### src/rtl/ddr3_frame_writer_if.sv
// rtl/ddr3_frame_writer_if.sv - pixel input, status and DDR3 write-port bundle for the frame writer
interface ddr3_frame_writer_if;
  logic         ddr3_init_complete;
  logic         wr_start;
  logic         pix_en;
  logic [31:0]  pix_data;
  logic         pix_ready;
  logic         wr_busy;
  logic         wr_end;
  logic         b0_wr_cmd_clk;
  logic         b0_wr_cmd_en;
  logic [5:0]   b0_wr_cmd_bl;
  logic [27:0]  b0_wr_cmd_byte_addr;
  logic         b0_wr_cmd_empty;
  logic         b0_wr_cmd_full;
  logic         b0_wr_data_clk;
  logic         b0_wr_data_en;
  logic [127:0] b0_wr_data_data;
  logic [15:0]  b0_wr_data_mask;
  logic         b0_wr_data_full;
  logic         b0_wr_data_empty;
  logic [6:0]   b0_wr_data_count;

  modport master (
    input  ddr3_init_complete, wr_start, pix_en, pix_data,
    input  b0_wr_cmd_empty, b0_wr_cmd_full,
    input  b0_wr_data_full, b0_wr_data_empty, b0_wr_data_count,
    output pix_ready, wr_busy, wr_end,
    output b0_wr_cmd_clk, b0_wr_cmd_en, b0_wr_cmd_bl, b0_wr_cmd_byte_addr,
    output b0_wr_data_clk, b0_wr_data_en, b0_wr_data_data, b0_wr_data_mask
  );

  modport slave (
    output ddr3_init_complete, wr_start, pix_en, pix_data,
    output b0_wr_cmd_empty, b0_wr_cmd_full,
    output b0_wr_data_full, b0_wr_data_empty, b0_wr_data_count,
    input  pix_ready, wr_busy, wr_end,
    input  b0_wr_cmd_clk, b0_wr_cmd_en, b0_wr_cmd_bl, b0_wr_cmd_byte_addr,
    input  b0_wr_data_clk, b0_wr_data_en, b0_wr_data_data, b0_wr_data_mask
  );
endinterface

### src/rtl/ddr3_frame_writer.sv
// rtl/ddr3_frame_writer.sv - packs 32-bit pixel beats into 128-bit words and writes a frame in 64-word DDR3 bursts
module ddr3_frame_writer #(
  parameter logic [27:0] BASE_ADDR   = 28'd0,
  parameter int          FRAME_WORDS = 98304
) (
  input logic                 sclk,
  input logic                 rst,
  ddr3_frame_writer_if.master bus
);
  typedef enum logic [1:0] {IDLE = 2'd0, FILL = 2'd1, CMD = 2'd2, DRAIN = 2'd3} state_t;

  localparam int              FW          = $clog2(FRAME_WORDS + 1);
  localparam logic [FW-1:0]   FRAME_TOTAL = FW'(FRAME_WORDS);
  localparam logic [FW-1:0]   BURST_WORDS = FW'(64);
  localparam logic [27:0]     BURST_BYTES = 28'd1024;

  state_t         state_q, state_d;
  logic [1:0]     beat_q, beat_d;
  logic [6:0]     burst_q, burst_d;
  logic [FW-1:0]  frame_q, frame_d;
  logic [27:0]    addr_q, addr_d;
  logic [95:0]    pack_q, pack_d;
  logic [127:0]   wdata_q, wdata_d;
  logic           wen_q, wen_d;

  logic start_ok, abort, ready, accept, cmd_fire, drain_go, frame_done;

  assign start_ok   = (state_q == IDLE) && bus.wr_start && bus.ddr3_init_complete;
  assign abort      = (state_q != IDLE) && !bus.ddr3_init_complete;
  assign ready      = (state_q == FILL) && !bus.b0_wr_data_full && (burst_q < 7'd64);
  assign accept     = ready && bus.pix_en && !abort;
  assign cmd_fire   = (state_q == CMD) && !bus.b0_wr_cmd_full && !abort;
  assign drain_go   = (state_q == DRAIN) && bus.b0_wr_data_empty && !abort;
  assign frame_done = (frame_q == FRAME_TOTAL);

  assign bus.b0_wr_cmd_clk  = sclk;
  assign bus.b0_wr_data_clk = sclk;

  always_ff @(posedge sclk) begin
    if (rst) begin
      state_q <= IDLE;
      beat_q  <= '0;
      burst_q <= '0;
      frame_q <= '0;
      addr_q  <= '0;
      pack_q  <= '0;
      wdata_q <= '0;
      wen_q   <= 1'b0;
    end else begin
      state_q <= state_d;
      beat_q  <= beat_d;
      burst_q <= burst_d;
      frame_q <= frame_d;
      addr_q  <= addr_d;
      pack_q  <= pack_d;
      wdata_q <= wdata_d;
      wen_q   <= wen_d;
    end
  end

  always_comb begin
    state_d = state_q;
    case (state_q)
      IDLE:    if (start_ok) state_d = FILL;
      FILL:    if (wen_q && (burst_q == 7'd64)) state_d = CMD;
      CMD:     if (cmd_fire) state_d = DRAIN;
      DRAIN:   if (drain_go) state_d = frame_done ? IDLE : FILL;
      default: state_d = IDLE;
    endcase
    if (abort) state_d = IDLE;
  end

  // The fourth beat bypasses pack_q so the full word is registered in the same edge.
  always_comb begin
    beat_d  = beat_q;
    burst_d = burst_q;
    frame_d = frame_q;
    addr_d  = addr_q;
    pack_d  = pack_q;
    wdata_d = wdata_q;
    wen_d   = 1'b0;
    if (start_ok) begin
      addr_d  = BASE_ADDR;
      frame_d = '0;
      burst_d = '0;
      beat_d  = '0;
    end
    if (accept) begin
      case (beat_q)
        2'd0:    pack_d[31:0]  = bus.pix_data;
        2'd1:    pack_d[63:32] = bus.pix_data;
        2'd2:    pack_d[95:64] = bus.pix_data;
        default: begin
          wdata_d = {bus.pix_data, pack_q};
          wen_d   = 1'b1;
          burst_d = burst_q + 7'd1;
        end
      endcase
      beat_d = beat_q + 2'd1;
    end
    if (cmd_fire) begin
      addr_d  = addr_q + BURST_BYTES;
      frame_d = frame_q + BURST_WORDS;
    end
    if (drain_go) burst_d = '0;
    if (abort) begin
      beat_d  = '0;
      burst_d = '0;
    end
  end

  always_comb begin
    bus.pix_ready           = ready;
    bus.wr_busy             = (state_q != IDLE);
    bus.wr_end              = drain_go && frame_done;
    bus.b0_wr_cmd_en        = cmd_fire;
    bus.b0_wr_cmd_bl        = cmd_fire ? 6'd63 : 6'd0;
    bus.b0_wr_cmd_byte_addr = addr_q;
    bus.b0_wr_data_en       = wen_q && bus.ddr3_init_complete;
    bus.b0_wr_data_data     = wdata_q;
    bus.b0_wr_data_mask     = 16'h0000;
  end
endmodule

### src/flat_wrapper.sv
// flat-port wrapper written by rule: the top's interface ports become plain ports
module ddr3_frame_writer_flat 
#(
  parameter logic [27:0] BASE_ADDR   = 28'd0,
  parameter int          FRAME_WORDS = 98304
)
  (sclk, rst, bus_ddr3_init_complete, bus_wr_start, bus_pix_en, bus_pix_data, bus_b0_wr_cmd_empty, bus_b0_wr_cmd_full, bus_b0_wr_data_full, bus_b0_wr_data_empty, bus_b0_wr_data_count, bus_pix_ready, bus_wr_busy, bus_wr_end, bus_b0_wr_cmd_clk, bus_b0_wr_cmd_en, bus_b0_wr_cmd_bl, bus_b0_wr_cmd_byte_addr, bus_b0_wr_data_clk, bus_b0_wr_data_en, bus_b0_wr_data_data, bus_b0_wr_data_mask);
  ddr3_frame_writer_if bus_i ();
  input logic sclk;
  input logic rst;
  input wire logic [$bits(bus_i.ddr3_init_complete)-1:0] bus_ddr3_init_complete;
  input wire logic [$bits(bus_i.wr_start)-1:0] bus_wr_start;
  input wire logic [$bits(bus_i.pix_en)-1:0] bus_pix_en;
  input wire logic [$bits(bus_i.pix_data)-1:0] bus_pix_data;
  input wire logic [$bits(bus_i.b0_wr_cmd_empty)-1:0] bus_b0_wr_cmd_empty;
  input wire logic [$bits(bus_i.b0_wr_cmd_full)-1:0] bus_b0_wr_cmd_full;
  input wire logic [$bits(bus_i.b0_wr_data_full)-1:0] bus_b0_wr_data_full;
  input wire logic [$bits(bus_i.b0_wr_data_empty)-1:0] bus_b0_wr_data_empty;
  input wire logic [$bits(bus_i.b0_wr_data_count)-1:0] bus_b0_wr_data_count;
  output wire logic [$bits(bus_i.pix_ready)-1:0] bus_pix_ready;
  output wire logic [$bits(bus_i.wr_busy)-1:0] bus_wr_busy;
  output wire logic [$bits(bus_i.wr_end)-1:0] bus_wr_end;
  output wire logic [$bits(bus_i.b0_wr_cmd_clk)-1:0] bus_b0_wr_cmd_clk;
  output wire logic [$bits(bus_i.b0_wr_cmd_en)-1:0] bus_b0_wr_cmd_en;
  output wire logic [$bits(bus_i.b0_wr_cmd_bl)-1:0] bus_b0_wr_cmd_bl;
  output wire logic [$bits(bus_i.b0_wr_cmd_byte_addr)-1:0] bus_b0_wr_cmd_byte_addr;
  output wire logic [$bits(bus_i.b0_wr_data_clk)-1:0] bus_b0_wr_data_clk;
  output wire logic [$bits(bus_i.b0_wr_data_en)-1:0] bus_b0_wr_data_en;
  output wire logic [$bits(bus_i.b0_wr_data_data)-1:0] bus_b0_wr_data_data;
  output wire logic [$bits(bus_i.b0_wr_data_mask)-1:0] bus_b0_wr_data_mask;
  assign bus_i.ddr3_init_complete = bus_ddr3_init_complete;
  assign bus_i.wr_start = bus_wr_start;
  assign bus_i.pix_en = bus_pix_en;
  assign bus_i.pix_data = bus_pix_data;
  assign bus_i.b0_wr_cmd_empty = bus_b0_wr_cmd_empty;
  assign bus_i.b0_wr_cmd_full = bus_b0_wr_cmd_full;
  assign bus_i.b0_wr_data_full = bus_b0_wr_data_full;
  assign bus_i.b0_wr_data_empty = bus_b0_wr_data_empty;
  assign bus_i.b0_wr_data_count = bus_b0_wr_data_count;
  assign bus_pix_ready = bus_i.pix_ready;
  assign bus_wr_busy = bus_i.wr_busy;
  assign bus_wr_end = bus_i.wr_end;
  assign bus_b0_wr_cmd_clk = bus_i.b0_wr_cmd_clk;
  assign bus_b0_wr_cmd_en = bus_i.b0_wr_cmd_en;
  assign bus_b0_wr_cmd_bl = bus_i.b0_wr_cmd_bl;
  assign bus_b0_wr_cmd_byte_addr = bus_i.b0_wr_cmd_byte_addr;
  assign bus_b0_wr_data_clk = bus_i.b0_wr_data_clk;
  assign bus_b0_wr_data_en = bus_i.b0_wr_data_en;
  assign bus_b0_wr_data_data = bus_i.b0_wr_data_data;
  assign bus_b0_wr_data_mask = bus_i.b0_wr_data_mask;
  ddr3_frame_writer #(.BASE_ADDR(BASE_ADDR), .FRAME_WORDS(FRAME_WORDS)) u_core (.sclk(sclk), .rst(rst), .bus(bus_i));
endmodule
### config.mk
export PLATFORM = sky130hd
export DESIGN_NAME = ddr3_frame_writer_flat
export DESIGN_NICKNAME = d
export VERILOG_FILES = /design/src/rtl/ddr3_frame_writer_if.sv /design/src/rtl/ddr3_frame_writer.sv /design/src/flat_wrapper.sv
export SDC_FILE = /design/constraint.sdc
export NUM_CORES = 1
export LEC_CHECK = 0
export CAP_MARGIN = 25
export CELL_PAD_IN_SITES_DETAIL_PLACEMENT = 1
export CELL_PAD_IN_SITES_GLOBAL_PLACEMENT = 2
export CORE_MARGIN = 3
export CORE_UTILIZATION = 32
export CTS_BUF_LIST = sky130_fd_sc_hd__clkbuf_8
export DETAILED_ROUTE_END_ITERATION = 16
export PLACE_DENSITY = 0.95
export SKIP_LAST_GASP = 1
export SYNTH_ARGS = -nofsm -noshare
export SYNTH_HDL_FRONTEND = slang
export SYNTH_SLANG_ARGS = --single-unit
### constraint.sdc
create_clock -name sclk -period 3 [get_ports sclk]
set_input_delay 0.3 -clock sclk [delete_from_list [all_inputs] [get_ports sclk]]
set_output_delay 0.3 -clock sclk [all_outputs]
set_load 0.005 [all_outputs]
==> key figures, run 1 <==
Global route
  • Number of global-route vias before repair: 9603
  • Pin count of the biggest net entering global routing: 131
  • First-pass GRT wire length: 50600 um
  • Gr busiest metal: met2
  • Total gr overflow: 0
  • Initial antenna violation count: 0
  • Met3 GRT Util: 4.74%
  • Met1 usage: 23.9%
  • M2 GR Usage: 29.7%
  • Gr usage total: 18.3%

Clock tree
  • Reg clk slew, reported paths: 0.06 ns
  • Post-cts resize count: 1
  • # hold bufs at CTS: 0
  • Postcts setup bufs: 0
  • CTS tree: done
  • Skew-Pair Late Insertion Delay: 0.66 ns

Synthesis
  • Synth cell types: 51
  • Post-synth top area cell: dfxtp_1
  • Yosys top cell area share: 51.9%
  • Post-Syn Instances: 1292
  • Synthesized flop and latch total: 265
  • Synth Flop Type: dfxtp_1
  • Area contributors post-synth: dfxtp_1 52%, nand2_1 17%, a21oi_1 12%, buf_4 2.5%, clkbuf_1 1.9%
  • Register area share after synthesis: 51.9%
  • Ys async rst share: 0%
  • Synth warn: 0
  • Cell area after synthesis: 0.0102 mm2
  • Number of synthesized flops with an enable pin: 0
  • Synthesized area per cell: 7.91 um2

Critical path
  • Reg2reg setup slack: 0.72 ns
  • Max incr delay on CP: 0.55 ns
  • Crit path DAT: 2.48 ns
  • Worst R2R Path Depth: 7
  • R2R Path End: u_core.bus.b0_wr_data_data[61]
  • Reg-to-Reg Start: u_core.state_q[1]
  • Worst Setup End Kind: output port
  • CP Class: reg -> out
  • Req. time, crit path: 2.70 ns
  • Crit-path leading delay family: buffers and inverters
  • Crit path from: u_core.state_q[0]
  • CP Cell Sequence: inv_1, ha_1, nor2b_1, nand2_1, inv_2, clkdlybuf4s50_1
  • CP max stage cell: clkdlybuf4s50_1
  • Crit start category: flop
  • CP Depth: 6
  • Buf+Inv Stages, Crit Path: 3
  • CP endpoint: bus_b0_wr_cmd_bl[4]
  • Critical path fanouts, max: 8

Floorplan
  • Die Ht: 185 um
  • Die area: 0.0341 mm2
  • Core box area: 0.0310 mm2
  • Row count: 64
  • Die W: 185 um
  • Initial core utilization: 33.0%
  • IO Count: 233

Final layout
  • Final #Nets: 1526
  • Non-Filler Instances: 1897
  • Area delta synth->final: 31.5%
  • Ant diodes: 0
  • Share of layout cells above drive strength 1: 7.20%

STA
  • Final worst-path cycle share: 92.8%
  • Worst Skew: 0.0220 ns
  • Fmax: 359 MHz
  • Slew @ Worst Pin: 0.908 ns
  • # setup viols final: 0
  • Final Hold Viols: 0
  • RSZ-0062 raised after global routing: false
  • Post-route setup TNS: 0 ns
  • Slew headroom: 39.5%
  • Fin crit period: 2.78 ns
  • Hold_ws: 0.315 ns
  • Slew Viols, Final: 0

Drt
  • Routed Antenna Nets: 0
  • WL per Instance: 16.8 um
  • Via density: 4.92
  • Detailed router's first-iteration violation count: 470
  • Pre-Repair DR Iteration Count: 4
  • Routed vias: 9332
  • DRC viols: 0
  • Drt total wl: 31900 um

Pwr
  • Sw Pwr: 0.00194 W
  • Total power draw: 0.00784 W
  • Sw Share: 24.8%
  • Comb power frac: 6.9%
  • Pint: 0.00590 W
  • Leak pwr: 4.52 nW
  • Power Density: 583 mW/mm2
  • Worst vdd ir: 0.313 mV
  • Sequential share of power: 45.7%
  • Clock Power Share: 47.4%

Run status
  • Status: complete, no violations

Placed design
  • Routability cong.: 0.785
  • Dpl cells: 1808
  • PortBufs: 198
  • DP HPWL: 20800 um

Flow run
  • Max Cap Violations: 0

Worst hold path
  • Type of the most critical hold path: in -> reg
  • Worst hold stages: 2
-- kinds of logic (layout without fill, tap and decap cells) --
family,count (synthesis),in the layout,share of synthesized area [%]
simple gates,575,575,23.3
xor+xnor,4,4,0.343
flops,265,265,51.9
mux,6,6,0.588
fa+ha+maj,14,14,1.71
buf+inv,132,316,6.50
compound gates,295,295,15.6
other cells,1,26,0.0367
-- metal layers --
| layer | up-vias | part of all wire, % | wire [um] |
|---|---|---|---|
| met2 | 202 | 45 | 14400 |
| met1 | 4508 | 47 | 14900 |
| met4 | 0 | 2.3 | 724 |
| met5 | - | 0 | 0 |
| met3 | 55 | 6.1 | 1950 |
| li1 | 4567 | - | - |
-- cell usage after synthesis, types with 2 or more instances --
master	count
inv_1	13
xnor2_1	3
or4_1	3
buf_2	33
nand2b_1	4
o211ai_1	3
and3_1	10
nor4_1	2
nor3_1	8
and4_1	3
o21a_1	2
buf_4	34
o311ai_0	6
nand2_1	474
a21oi_1	247
a211oi_1	5
nand3_1	18
a311oi_1	4
nor2_1	17
a21o_1	2
or3_1	7
nand4_1	9
mux2i_1	6
a31oi_1	6
dfxtp_1	265
or2_2	6
o31ai_1	2
and2_1	4
o211a_1	2
a22oi_1	2
ha_1	14
o21ai_0	8
clkbuf_1	52
-- state kept, by name, indices dropped and copies added (netlist names) --
register / count
u_core.bus.b0_wr_data_data: 128
u_core.pack_q: 96
u_core.bus.b0_wr_cmd_byte_addr: 18
u_core.frame_q: 11
u_core.burst_q: 7
u_core.beat_q: 2
u_core.state_q: 2
u_core.wen_q: 1
-- final cells by class --
class | count | area (um2)
Multi-Input combinational cell | 920 | 4360
Clock inverter | 21 | 129
Sequential cell | 265 | 5310
Inverter | 13 | 48.8
Timing Repair Buffer | 212 | 2150
Fill cell | 3723 | 17500
Tap cell | 396 | 495
Clock buffer | 70 | 956
-- power by group through the flow --
stage | registers [W] | logic (W) | clock network, W
2_1_floorplan | 0.00365 | 0.000328 | 0.0000432
3_3_place_gp | 0.00366 | 0.000517 | 0.0000561
3_5_place_dp | 0.00366 | 0.000533 | 0.0000561
4_1_cts | 0.00358 | 0.000543 | 0.00382
5_1_grt | 0.00359 | 0.000600 | 0.00401
6_report | 0.00358 | 0.000541 | 0.00371
-- stage by stage --
stage	util, %	worst slack [ns]	area [um2]
after floorplan	-	0.995	10300
after global placement	39.9	0.661	12400
after detailed placement	39.9	0.556	12400
after CTS	43.4	0.0164	13400
after global routing	43.4	0.0540	13400
final	43.4	0.216	13400
-- worst min-delay path by stage --
| stage | startpoint | to | slack, ns |
|---|---|---|---|
| CTS | bus_pix_data[7] | u_core.pack_q[7] | 0.30 |
| finish | rst | u_core.frame_q[7] | 0.31 |
| global route | bus_pix_data[4] | u_core.pack_q[68] | 0.32 |
| detailed placement | u_core.pack_q[29] | u_core.bus.b0_wr_data_data[29] | 0.45 |
| global placement | u_core.pack_q[26] | u_core.bus.b0_wr_data_data[26] | 0.44 |
| floorplan | sclk | bus_b0_wr_cmd_clk | 0.38 |
-- layout by cell type, fill, tap and decap left out, types with 2 or more instances in the layout --
| master | instances |
|---|---|
| nand2_1 | 473 |
| dfxtp_1 | 265 |
| a21oi_1 | 247 |
| clkdlybuf4s50_1 | 197 |
| clkbuf_8 | 69 |
| conb_1 | 26 |
| inv_1 | 22 |
| nand3_1 | 18 |
| nor2_1 | 17 |
| ha_1 | 13 |
| buf_4 | 11 |
| and3_1 | 10 |
| nand4_1 | 9 |
| nor3_1 | 8 |
| o21ai_0 | 8 |
| or3_1 | 7 |
| clkinv_2 | 7 |
| o311ai_0 | 6 |
| a31oi_1 | 6 |
| mux2i_1 | 6 |
| a211oi_1 | 5 |
| or2_2 | 5 |
| buf_12 | 5 |
| nand2b_1 | 4 |
| a311oi_1 | 4 |
| and2_1 | 3 |
| or4_1 | 3 |
| o211ai_1 | 3 |
| and4_1 | 3 |
| xnor2_1 | 3 |
| nor4_1 | 2 |
| o21a_1 | 2 |
| o211a_1 | 2 |
| a22oi_1 | 2 |
| a21o_1 | 2 |
| o31ai_1 | 2 |
| clkinvlp_4 | 2 |
(Power assumes the default switching activity.)
==> run 2: changes to the inputs <==
PLACE_DENSITY = 0.86   (was 0.95)
==> run 2 against run 1 <==
Against the previous run: clock skew increased by 0.0039 ns; wire length decreased by 0.55%; non-clock buffer count increased by 2; critical path type unchanged; sequential power about the same; sequential share of layout area increased by 0.29 points; critical endpoint is now bus_b0_wr_cmd_en; via count decreased by 0.94%; worst setup slack got worse by 0.0038 ns.
==> key figures, run 2 (synthesis results as in run 1) <==
Floorplan
  • Initial core utilization: 33.0%
  • Die W: 185 um
  • Die area: 0.0341 mm2
  • Row count: 64
  • Die Ht: 185 um
  • Core box area: 0.0310 mm2
  • IO Count: 233

Final layout
  • Commonest non-fill, non-tap cell in the layout: nand2_1
  • Most frequent cells in the layout: 473 x nand2_1, 265 x dfxtp_1, 247 x a21oi_1
  • Max reg flops: 128
  • Ant diodes: 0
  • Share of layout cells above drive strength 1: 6.34%
  • Area delta synth->final: 30.6%
  • Final #Nets: 1529

Pwr
  • Worst vdd ir: 0.321 mV
  • Leak pwr: 4.50 nW
  • Sw Share: 24.9%
  • Pint: 0.00563 W
  • Power Density: 562 mW/mm2
  • Total power draw: 0.00750 W
  • Sequential share of power: 47.8%
  • Comb power frac: 7.3%
  • Clock Power Share: 44.9%
  • Sw Pwr: 0.00187 W

Placed design
  • DP HPWL: 20700 um
  • Pre-CTS setup slack: 0.607 ns
  • PortBufs: 198
  • Routability cong.: 0.782

STA
  • Final worst-path cycle share: 92.9%
  • Fin crit period: 2.79 ns
  • Slew headroom: 61.6%
  • Post-route setup TNS: 0 ns
  • Slew @ Worst Pin: 0.575 ns
  • Final worst slack: 0.213 ns
  • Worst Skew: 0.0259 ns
  • RSZ-0062 raised after global routing: false
  • Fmax: 359 MHz
  • Final Hold Viols: 0
  • Slew Viols, Final: 0
  • # setup viols final: 0

Drt
  • Via density: 4.88
  • Drt total wl: 31800 um
  • Routed vias: 9244
  • WL per Instance: 16.8 um
  • DRC viols: 0
  • Pre-Repair DR Iteration Count: 4
  • Routed Antenna Nets: 0
  • Detailed router's first-iteration violation count: 479

Run status
  • Status: complete, no violations

Worst hold path
  • Hold Startpoint: rst
  • Type of the most critical hold path: in -> reg
  • Hold EP: u_core.bus.b0_wr_cmd_byte_addr[11]
  • Worst hold stages: 2

Clock tree
  • CTS tree: done
  • Postcts setup bufs: 0
  • Reg clk slew, reported paths: 0.06 ns
  • # hold bufs at CTS: 0
  • Skew-Pair Late Insertion Delay: 0.67 ns

Critical path
  • Worst Setup End Kind: output port
  • Reg-to-Reg Start: u_core.state_q[1]
  • Reg2reg setup slack: 0.79 ns
  • Worst R2R Path Depth: 7
  • Critical path fanouts, max: 12
  • Crit path DAT: 2.49 ns
  • Req. time, crit path: 2.70 ns
  • Crit start category: flop
  • CP Class: reg -> out
  • R2R Path End: u_core.burst_q[3]

Flow run
  • Max Cap Violations: 0

Global route
  • Total gr overflow: 0
  • Initial antenna violation count: 0
  • Gr usage total: 18.3%
  • Pin count of the biggest net entering global routing: 110
  • Number of global-route vias before repair: 9307
  • First-pass GRT wire length: 50300 um
run 2: cell types whose count changed in the layout (fill, tap and decap cells not counted), sizes merged:
cell      before  now
clkbuf        69   59
buf           16   18
clkinv         7    3
inv           24   34
clkinvlp       2    1
run 2: worst max-delay path by stage:
stage                                      start             endpoint  slack [ns]  cells after the start
final                          u_core.state_q[1]     bus_b0_wr_cmd_en        0.21                      6
after global routing           u_core.state_q[0]  bus_b0_wr_cmd_bl[5]        0.04                      6
after CTS                      u_core.state_q[1]     bus_b0_wr_cmd_en        0.07                      6
after detailed placement  bus_ddr3_init_complete  bus_b0_wr_cmd_bl[5]        0.61                      5
after global placement    bus_ddr3_init_complete     bus_b0_wr_cmd_en        0.64                      5
after floorplan                u_core.state_q[1]  bus_b0_wr_cmd_bl[0]         1.0                      8
run 2: metrics by stage:
| stage | hold slack (ns) | util, % | cells | cell area (um2) |
|---|---|---|---|---|
| global route | 0.0713 | 43.1 | 1894 | 13300 |
| detailed placement | 0.444 | 40.0 | 1810 | 12400 |
| finish | 0.0714 | 43.1 | 1894 | 13300 |
| CTS | 0.0330 | 43.0 | 1894 | 13300 |
| global placement | 0.438 | 40.0 | 1810 | 12400 |
| floorplan | 0.381 | - | 1317 | 10300 |
run 2: metal layers:
| metal | vias to the layer above | GRT usage (%) | wire [um] |
|---|---|---|---|
| li1 | 4575 | - | - |
| met1 | 4440 | 25.0 | 15300 |
| met2 | 180 | 29.7 | 14600 |
| met3 | 49 | 3.34 | 1280 |
| met4 | 0 | 5.04 | 620 |
| met5 | - | 0 | 0 |
run 2: critical path, cell delays in order (launching register included):
cell and delay [ns]:
dfxtp_1 0.35, inv_1 0.14, ha_2 0.27, or2_4 0.22, nand2_1 0.12, inv_1 0.18
clkdlybuf4s50_1 0.55
run 2: what timing repair did:
action | 4_1_cts | 5_1_grt
cloned | 0 | 0
gates resized for setup | 1 | 2
setup endpoints to repair | 2 | 7
run 2: cell type report:
cell class	instances	area, um2
multi-input combinational	920	4360
inverter	13	48.8
timing repair buffer	214	2180
clock buffer	60	818
clock inverter	26	139
tap	396	495
fill	3704	17600
sequential	265	5310
run 2: power by group through the flow:
stage	sequential [W]	clock [W]	combinational, W
floorplan	0.00365	0.0000432	0.000328
global placement	0.00366	0.0000561	0.000538
detailed placement	0.00366	0.0000561	0.000543
CTS	0.00358	0.00350	0.000551
global route	0.00359	0.00368	0.000611
finish	0.00359	0.00337	0.000551
==> run 3: changes to the inputs <==
SETUP_SLACK_MARGIN = 0.15   (was default)
SKIP_CTS_REPAIR_TIMING = 1   (was default)
==> run 3 against run 2 <==
Against the previous run: via count is essentially flat; wire length shrank 0.13%; fmax grew 3.4%; worst hold slack gained 0.0019 ns; sequential share of layout area is essentially flat; die area is the same; highest routed layer unchanged; design area grew 0.11%; combinational power grew 3%; critical endpoint unchanged.
==> key figures, run 3 (synthesis results as in run 1) <==
Run status
  • Status: complete, no violations

Floorplan
  • Row count: 64
  • Die W: 185 um
  • Core box area: 0.0310 mm2
  • Die area: 0.0341 mm2
  • Initial core utilization: 33.0%
  • IO Count: 233
  • Die Ht: 185 um

Clock tree
  • Skew-Pair Late Insertion Delay: 0.67 ns
  • Reg clk slew, reported paths: 0.06 ns
  • CTS tree: done

Drt
  • Detailed router's first-iteration violation count: 455
  • DRC viols: 0
  • Via density: 4.88
  • Routed vias: 9249
  • WL per Instance: 16.8 um
  • Routed Antenna Nets: 0
  • Pre-Repair DR Iteration Count: 4
  • Drt total wl: 31700 um

Pwr
  • Power Density: 563 mW/mm2
  • Clock Power Share: 44.8%
  • Sequential share of power: 47.7%
  • Sw Share: 24.9%
  • Worst vdd ir: 0.322 mV
  • Total power draw: 0.00752 W
  • Sw Pwr: 0.00187 W
  • Leak pwr: 4.50 nW
  • Comb power frac: 7.5%
  • Pint: 0.00564 W

STA
  • Post-route setup TNS: 0 ns
  • Slew Viols, Final: 0
  • Worst Skew: 0.0266 ns
  • Final worst-path cycle share: 89.9%
  • Slew @ Worst Pin: 0.584 ns
  • Fin crit period: 2.70 ns
  • Slew headroom: 61.1%
  • # setup viols final: 0
  • RSZ-0062 raised after global routing: false
  • Final Hold Viols: 0
  • Fmax: 371 MHz

Critical path
  • Buf+Inv Stages, Crit Path: 3
  • Crit start category: flop
  • Crit-path leading delay family: buffers and inverters
  • CP Class: reg -> out
  • Req. time, crit path: 2.70 ns
  • Reg2reg setup slack: 0.75 ns
  • Worst Setup End Kind: output port
  • Critical path fanouts, max: 12
  • Crit path DAT: 2.40 ns
  • CP Cell Sequence: inv_1, ha_4, or2_4, nand2_1, inv_2, clkdlybuf4s50_1
  • CP max stage cell: clkdlybuf4s50_1
  • Max incr delay on CP: 0.46 ns

Global route
  • Initial antenna violation count: 0
  • Total gr overflow: 0
  • Number of global-route vias before repair: 9307
  • Pin count of the biggest net entering global routing: 110
  • Gr usage total: 18.3%
  • First-pass GRT wire length: 50300 um

Worst hold path
  • Type of the most critical hold path: in -> reg

Final layout
  • Area delta synth->final: 30.7%
  • Max reg flops: 128
  • Commonest non-fill, non-tap cell in the layout: nand2_1
  • Most frequent cells in the layout: 473 x nand2_1, 265 x dfxtp_1, 247 x a21oi_1
  • Final #Nets: 1529
  • Share of layout cells above drive strength 1: 6.54%
  • Fillcell total: 3703
  • Multi-input gate area: 0.00438 mm2
  • Ant diodes: 0
  • Final Cell Area: 0.0134 mm2
  • Seq. cell area: 0.00531 mm2

Placed design
  • Dpl cell area: 0.0124 mm2
  • PortBufs: 198
  • DP HPWL: 20700 um
  • Routability cong.: 0.782

Flow run
  • Max Cap Violations: 0
==> run 3: cell count changes in the layout (fill, tap and decap cells not counted) <==
| cell | delta |
|---|---|
| ha_2 | -1 |
| inv_1 | -2 |
| nor3_2 | +1 |
| ha_4 | +1 |
| inv_2 | +2 |
| nor3_1 | -1 |
==> run 3: worst paths after layout <==
path,startpoint,end,cells after the start
worst max-delay path,u_core.state_q[1],bus_b0_wr_cmd_en,6
worst min-delay path,rst,u_core.bus.b0_wr_cmd_byte_addr[11],2
worst max register to register,u_core.state_q[1],u_core.burst_q[3],7
worst min register to register,u_core.pack_q[57],u_core.bus.b0_wr_data_data[57],2
==> run 3: metrics by stage <==
stage	hold slack [ns]	worst slack [ns]	cells	utilization (%)
3_5_place_dp	0.444	0.607	1810	40.0
3_3_place_gp	0.438	0.641	1810	40.0
5_1_grt	0.0713	0.156	1894	43.1
4_1_cts	0.0330	-0.00242	1894	43.0
2_1_floorplan	0.381	0.995	1317	-
6_report	0.0732	0.304	1894	43.1
==> run 3: final cells by class <==
cell class              count  area share [%]
clock buffers              60            6.13
inverters                  13           0.365
well taps                 396            3.71
clock inverters            26            1.04
multi-input cells         920            32.8
repair buffers            214            16.3
flip-flops and latches    265            39.7
==> run 3: per-layer routing <==
layer | wire length (um) | track usage, % | vias up
met4 | 621 | 5.04 | 0
met2 | 14600 | 29.7 | 178
met3 | 1260 | 3.34 | 50
met5 | 0 | 0 | -
met1 | 15300 | 25.0 | 4445
li1 | - | - | 4576
==> run 3: power by group through the flow <==
stage	registers, W	logic (W)	clock network, W
2_1_floorplan	0.00365	0.000328	0.0000432
3_3_place_gp	0.00366	0.000538	0.0000561
3_5_place_dp	0.00366	0.000543	0.0000561
4_1_cts	0.00358	0.000548	0.00350
5_1_grt	0.00359	0.000625	0.00368
6_report	0.00359	0.000566	0.00336
